$ cat config.mk
export PLATFORM = sky130hd
export DESIGN_NAME = alu_serial_ctrl
export DESIGN_NICKNAME = d
export VERILOG_FILES = /design/src/rtl/alu_serial_pkg.sv /design/src/rtl/alu_slice_c.sv /design/src/rtl/alu_serial_ctrl.sv
export SDC_FILE = /design/constraint.sdc
export NUM_CORES = 1
export LEC_CHECK = 0
export CAP_MARGIN = 25
export CORE_MARGIN = 2
export CORE_UTILIZATION = 30
export CTS_CLUSTER_SIZE = 12
export DETAILED_ROUTE_END_ITERATION = 8
export PLACE_DENSITY = 0.59
export REMOVE_ABC_BUFFERS = 1
export SLEW_MARGIN = 20
export SYNTH_ARGS = -nofsm -noshare
export SYNTH_HDL_FRONTEND = slang
export SYNTH_HIERARCHICAL = 1
export SYNTH_SLANG_ARGS = --single-unit
export TNS_END_PERCENT = 50
$ cat constraint.sdc
create_clock -name clk -period 3.8 [get_ports clk]
set_input_delay 0.38 -clock clk [delete_from_list [all_inputs] [get_ports clk]]
set_output_delay 0.38 -clock clk [all_outputs]
set_load 0.01 [all_outputs]
$ cat src/rtl/alu_serial_pkg.sv
// Shared constants and slice-control decode for the bit-serial ALU sequencer.
// Build option: ALU_SERIAL_SLT_EN enables opcode 100 (set-less-than).
package alu_serial_pkg;

  localparam logic [2:0] OP_AND = 3'b000;
  localparam logic [2:0] OP_OR  = 3'b001;
  localparam logic [2:0] OP_ADD = 3'b010;
  localparam logic [2:0] OP_SUB = 3'b011;
  localparam logic [2:0] OP_SLT = 3'b100;
  localparam logic [2:0] OP_NOR = 3'b101;

  typedef enum logic [1:0] {
    S_IDLE = 2'b00,
    S_RUN  = 2'b01,
    S_DONE = 2'b10
  } state_t;

  localparam logic [1:0] SOP_AND  = 2'b00;
  localparam logic [1:0] SOP_OR   = 2'b01;
  localparam logic [1:0] SOP_ADD  = 2'b10;
  localparam logic [1:0] SOP_LESS = 2'b11;

  typedef struct packed {
    logic       ainvert;
    logic       binvert;
    logic [1:0] op;
  } slice_ctrl_t;

  // Opcodes that drive the slice; everything else runs with inputs forced to 0.
  function automatic logic op_valid(input logic [2:0] opc);
    case (opc)
      OP_AND, OP_OR, OP_ADD, OP_SUB, OP_NOR: op_valid = 1'b1;
`ifdef ALU_SERIAL_SLT_EN
      OP_SLT:                                op_valid = 1'b1;
`endif
      default:                               op_valid = 1'b0;
    endcase
  endfunction

  function automatic slice_ctrl_t slice_ctrl(input logic [2:0] opc);
    slice_ctrl = '{ainvert: 1'b0, binvert: 1'b0, op: SOP_AND};
    case (opc)
      OP_OR:  slice_ctrl.op = SOP_OR;
      OP_ADD: slice_ctrl.op = SOP_ADD;
      OP_SUB: slice_ctrl = '{ainvert: 1'b0, binvert: 1'b1, op: SOP_ADD};
`ifdef ALU_SERIAL_SLT_EN
      OP_SLT: slice_ctrl = '{ainvert: 1'b0, binvert: 1'b1, op: SOP_ADD};
`endif
      OP_NOR: slice_ctrl = '{ainvert: 1'b1, binvert: 1'b1, op: SOP_AND};
      default: ;
    endcase
  endfunction

endpackage

$ cat src/rtl/alu_slice_c.sv
// 1-bit ALU slice (AND/OR/ADD/LESS with operand inversion) exposing its carry-out.
module alu_slice_c
  import alu_serial_pkg::*;
(
  input  logic       a,
  input  logic       b,
  input  logic       cy_in,
  input  logic       less,
  input  logic       ainvert,
  input  logic       binvert,
  input  logic [1:0] op,
  output logic       result,
  output logic       cy_out
);

  logic aa;
  logic bb;

  always_comb begin
    aa     = a ^ ainvert;
    bb     = b ^ binvert;
    cy_out = (aa & bb) | (aa & cy_in) | (bb & cy_in);
    case (op)
      SOP_AND: result = aa & bb;
      SOP_OR:  result = aa | bb;
      SOP_ADD: result = aa ^ bb ^ cy_in;
      default: result = less;
    endcase
  end

endmodule

$ cat src/rtl/alu_serial_ctrl.sv
// Bit-serial sequencer: runs one alu_slice_c LSB-first over WIDTH cycles.
// Build option: ALU_SERIAL_SLT_EN enables opcode 100 (set-less-than).
module alu_serial_ctrl
  import alu_serial_pkg::*;
#(
  parameter int unsigned WIDTH = 8
) (
  input  logic             clk,
  input  logic             rst_n,
  input  logic             start,
  input  logic [2:0]       opcode,
  input  logic [WIDTH-1:0] a,
  input  logic [WIDTH-1:0] b,
  output logic             ready,
  output logic             busy,
  output logic             done,
  output logic [WIDTH-1:0] result,
  output logic             zero,
  output logic             ovf
);

  localparam int unsigned CW = (WIDTH > 1) ? $clog2(WIDTH) : 1;

  state_t             state_q, state_d;
  logic [CW-1:0]      cnt_q, cnt_d;
  logic [WIDTH-1:0]   a_q, a_d, b_q, b_d, acc_q, acc_d;
  logic [2:0]         op_q, op_d;
  logic               carry_q, carry_d;
  logic               ready_d, busy_d, done_d, zero_d, ovf_d;
  logic [WIDTH-1:0]   result_d;

  slice_ctrl_t        ctrl;
  logic               op_ok;
  logic               s_res, s_cout;
  logic [WIDTH-1:0]   word_c;
  logic               v_c;

  // Reserved opcodes keep the slice inputs at 0 so the result stays 0.
  assign ctrl  = slice_ctrl(op_q);
  assign op_ok = op_valid(op_q);

  alu_slice_c u_slice (
    .a       (op_ok & a_q[0]),
    .b       (op_ok & b_q[0]),
    .cy_in   (carry_q),
    .less    (1'b0),
    .ainvert (ctrl.ainvert),
    .binvert (ctrl.binvert),
    .op      (ctrl.op),
    .result  (s_res),
    .cy_out  (s_cout)
  );

  always_ff @(posedge clk or negedge rst_n) begin
    if (!rst_n) begin
      state_q <= S_IDLE;
      cnt_q   <= '0;
      a_q     <= '0;
      b_q     <= '0;
      acc_q   <= '0;
      op_q    <= '0;
      carry_q <= 1'b0;
      ready   <= 1'b1;
      busy    <= 1'b0;
      done    <= 1'b0;
      result  <= '0;
      zero    <= 1'b1;
      ovf     <= 1'b0;
    end else begin
      state_q <= state_d;
      cnt_q   <= cnt_d;
      a_q     <= a_d;
      b_q     <= b_d;
      acc_q   <= acc_d;
      op_q    <= op_d;
      carry_q <= carry_d;
      ready   <= ready_d;
      busy    <= busy_d;
      done    <= done_d;
      result  <= result_d;
      zero    <= zero_d;
      ovf     <= ovf_d;
    end
  end

  // Next state, datapath shift and result assembly on the final bit.
  always_comb begin
    state_d  = state_q;
    cnt_d    = cnt_q;
    a_d      = a_q;
    b_d      = b_q;
    acc_d    = acc_q;
    op_d     = op_q;
    carry_d  = carry_q;
    result_d = result;
    zero_d   = zero;
    ovf_d    = ovf;
    word_c   = {s_res, acc_q[WIDTH-1:1]};
    v_c      = carry_q ^ s_cout;

    case (state_q)
      S_IDLE: begin
        if (start) begin
          state_d = S_RUN;
          a_d     = a;
          b_d     = b;
          op_d    = opcode;
          cnt_d   = '0;
          carry_d = (opcode == OP_SUB) || (opcode == OP_SLT);
        end
      end
      S_RUN: begin
        cnt_d   = cnt_q + CW'(1);
        a_d     = a_q >> 1;
        b_d     = b_q >> 1;
        acc_d   = word_c;
        carry_d = s_cout;
        if (cnt_q == CW'(WIDTH - 1)) begin
          state_d = S_DONE;
          case (op_q)
            OP_ADD, OP_SUB: begin
              result_d = word_c;
              ovf_d    = v_c;
            end
            OP_AND, OP_OR, OP_NOR: begin
              result_d = word_c;
              ovf_d    = 1'b0;
            end
`ifdef ALU_SERIAL_SLT_EN
            OP_SLT: begin
              result_d = WIDTH'(s_res ^ v_c);
              ovf_d    = 1'b0;
            end
`endif
            default: begin
              result_d = '0;
              ovf_d    = 1'b0;
            end
          endcase
          zero_d = (result_d == '0);
        end
      end
      S_DONE:  state_d = S_IDLE;
      default: state_d = S_IDLE;
    endcase

    ready_d = (state_d == S_IDLE);
    busy_d  = (state_d == S_RUN);
    done_d  = (state_d == S_DONE);
  end

endmodule

==> metrics <==
status=complete, no violations; Final HPWL DP=2631 µm; CP max-delay cell=mux4_2; Synth area leaders=dfrtp_1, nand2_1, a22o_1, a22oi_1, o21ai_0; clock root cell=clkbuf_8; Slew Limit Fails=0; synth-to-layout area growth=22.71%; Critical Path Max Stage Delay=480 ps; Area after DPL=2396 µm²; Pwr Total=0.001830 W; TritonRoute pass-1 iters=4; slew margin rel.=43.29%; Die Width=86.10 µm; Post-Synthesis Cells=185; largest delay contributor family on the critical path=simple AND/OR/NAND/NOR gates; setup TNS=0 ps; Slew @ Worst Pin=848.9 ps; fillers=636; Setup Viol. Count Final=0; via count=1427; crit path kind=reg -> reg; area leader, netlist=dfrtp_1; # resized after CTS=0; Die Y=86.10 µm; Avg Cell Area, Syn=10.93 µm²; fin util=38.63%; Final ANT Viol Nets=0; 1st-iter DRT viols=68; register bit total from synthesis=45; number of CTS-inserted buffers=5; final wirelength=3849 µm; layout cells sized above 1=8.756%; core outline area=6422 µm²; pwr/cell area=737.6 nW/µm²; arrival time worst endpoint=2880 ps; Netlist Area Pre-Place=2022 µm²; top cell type's share of synthesized area=53.22%; VDD IR max=253.7 µV; IO Count=35; All-Layer GR Usage=11.48%; most frequent cells in the layout=dfrtp_1, nand2_1, clkdlybuf4s50_1, o21ai_0, a22oi_1; area of the die=7412 µm²; synth warn=6; Clk Latency, worst-skew pair=300 ps; skew final=5.940 ps; nets@finish=243; Hold WC Path Type=in -> async; Seq/Total Area, Yosys=55.82%; CTS tree=done; Data required, critical path=4030 ps; vias in the first global route=1469; worst path cell trace=nor2b_1 > o21a_1 > xor2_1 > fa_1 > mux4_2 > nor4_1 > nand2_1 > a2bb2oi_1; Initial Utilization=31.48%; CTS sink cnt=45; CTS max path bufs=2; worst-path maximum fanout=6; clock-pin slew on the worst setup and hold paths=80 ps; Setup Fix Bufs, Post-CTS=0; number of max-cap violations=0; number of antenna violations at the first check in global routing=0; CP startpoint kind=flop; buffers added on ports=34; drc violations=0; pin count of the biggest net entering global routing=46; Tmin final=2648 ps; wire per inst=13.09 µm; achievable frequency=377.6 MHz; FF+latch area=1129 µm²; final hold viol count=0; hold_ws=59.42 ps; crit share post-route=69.69%; first-pass GRT wire length=6720 µm; Placer Congestion=0.7382; commonest non-fill, non-tap cell in the layout=dfrtp_1; n_diodes=0; LEAKAGE=1.139 nW; via-per-instance ratio=4.854; total grt overflow=0; multi-input logic area=794.5 µm²; CTS H-tree lvls=2; post-synth cell types=33; post-route cell area=2481 µm²; std cell rows=29; Worst Setup End Kind=flop; WP buf/inv=0; post-cts hold buffer count=0; unrepaired setup endpoints after global routing=false
-- sequential cells by signal (all words and copies together) (netlist names) --
register  cells
cnt_q         3
done          1
b_q           8
op_q          3
acc_q         7
zero          1
ovf           1
a_q           8
ready         1
carry_q       1
state_q       2
result        8
busy          1
-- through the flow --
step | setup slack [ps] | cells
after detailed placement | 1158 | 286
after CTS | 1132 | 294
after global placement | 1302 | 286
after floorplan | 1415 | 173
after global routing | 946.6 | 294
final | 1152 | 294
-- power breakdown --
part	internal, W	total [W]	switching, W
clock	0.000128	0.000289	0.000161
combinational	0.000374	0.000704	0.000330
sequential	0.000676	0.000837	0.000161
-- Yosys cell counts --
| library cell | n |
|---|---|
| a21o_1 | 1 |
| a21oi_1 | 1 |
| a21oi_4 | 1 |
| a22o_1 | 13 |
| a22oi_1 | 14 |
| a2bb2oi_1 | 1 |
| and2_1 | 2 |
| buf_2 | 7 |
| buf_4 | 1 |
| buf_6 | 2 |
| clkbuf_1 | 2 |
| conb_1 | 1 |
| dfrtp_1 | 43 |
| dfstp_2 | 2 |
| fa_1 | 1 |
| ha_1 | 4 |
| inv_1 | 7 |
| mux2_4 | 3 |
| mux4_2 | 1 |
| nand2_1 | 41 |
| nand2b_1 | 3 |
| nand3b_4 | 1 |
| nor2_1 | 5 |
| nor2b_1 | 3 |
| nor2b_4 | 1 |
| nor4_1 | 2 |
| o21a_1 | 1 |
| o21ai_0 | 15 |
| o21ai_1 | 1 |
| o21bai_1 | 1 |
| o22ai_1 | 1 |
| xnor2_1 | 1 |
| xor2_1 | 2 |
-- path summary, 6_finish.rpt --
| kind | from | end | depth (start not counted) | slack (ps) |
|---|---|---|---|---|
| setup / recovery | op_q[2]$_DFFE_PN0P_ | zero$_DFFE_PN1P_ | 8 | 1150 |
| hold / removal | rst_n | a_q[4]$_DFFE_PN0P_ | 1 | 60 |
| setup reg to reg | op_q[2]$_DFFE_PN0P_ | zero$_DFFE_PN1P_ | 8 | 1150 |
| hold reg to reg | b_q[1]$_DFFE_PN0P_ | b_q[1]$_DFFE_PN0P_ | 2 | 490 |
| max in group asynchronous | rst_n | op_q[1]$_DFFE_PN0P_ | 1 | 3340 |
| min in group clk | b_q[1]$_DFFE_PN0P_ | b_q[1]$_DFFE_PN0P_ | 2 | 490 |
-- routing by layer --
metal | global-route usage, % | up-vias | routed length (µm)
met2 | 18.18 | 40 | 1714
met4 | 4.762 | 0 | 44
met3 | 3.080 | 5 | 210
met5 | 0 | - | 0
li1 | - | 695 | -
met1 | 14.81 | 687 | 1880
-- logic make-up (layout without fill, tap and decap cells) --
family                   Yosys count  after routing  share of synthesized area, %
other                              1              1                        0.1855
XOR/XNOR                           3              3                         1.300
multiplexers                       4              4                         3.341
flip-flops                        45             45                         55.82
AO/OA/AOI/OAI                     50             50                         17.70
buffers and inverters             19             51                         4.889
adder cells (fa/ha/maj)            5              5                         3.465
AND/OR/NAND/NOR                   58             58                         13.30
-- final cells by class --
class / instances / share of cell area (%)
sequential: 45 / 45.49
multi-input combinational: 121 / 32.02
inverter: 7 / 1.059
clock buffer: 6 / 2.925
tap: 77 / 3.883
clock inverter: 2 / 0.4034
timing repair buffer: 36 / 14.22
(Power assumes the default switching activity.)
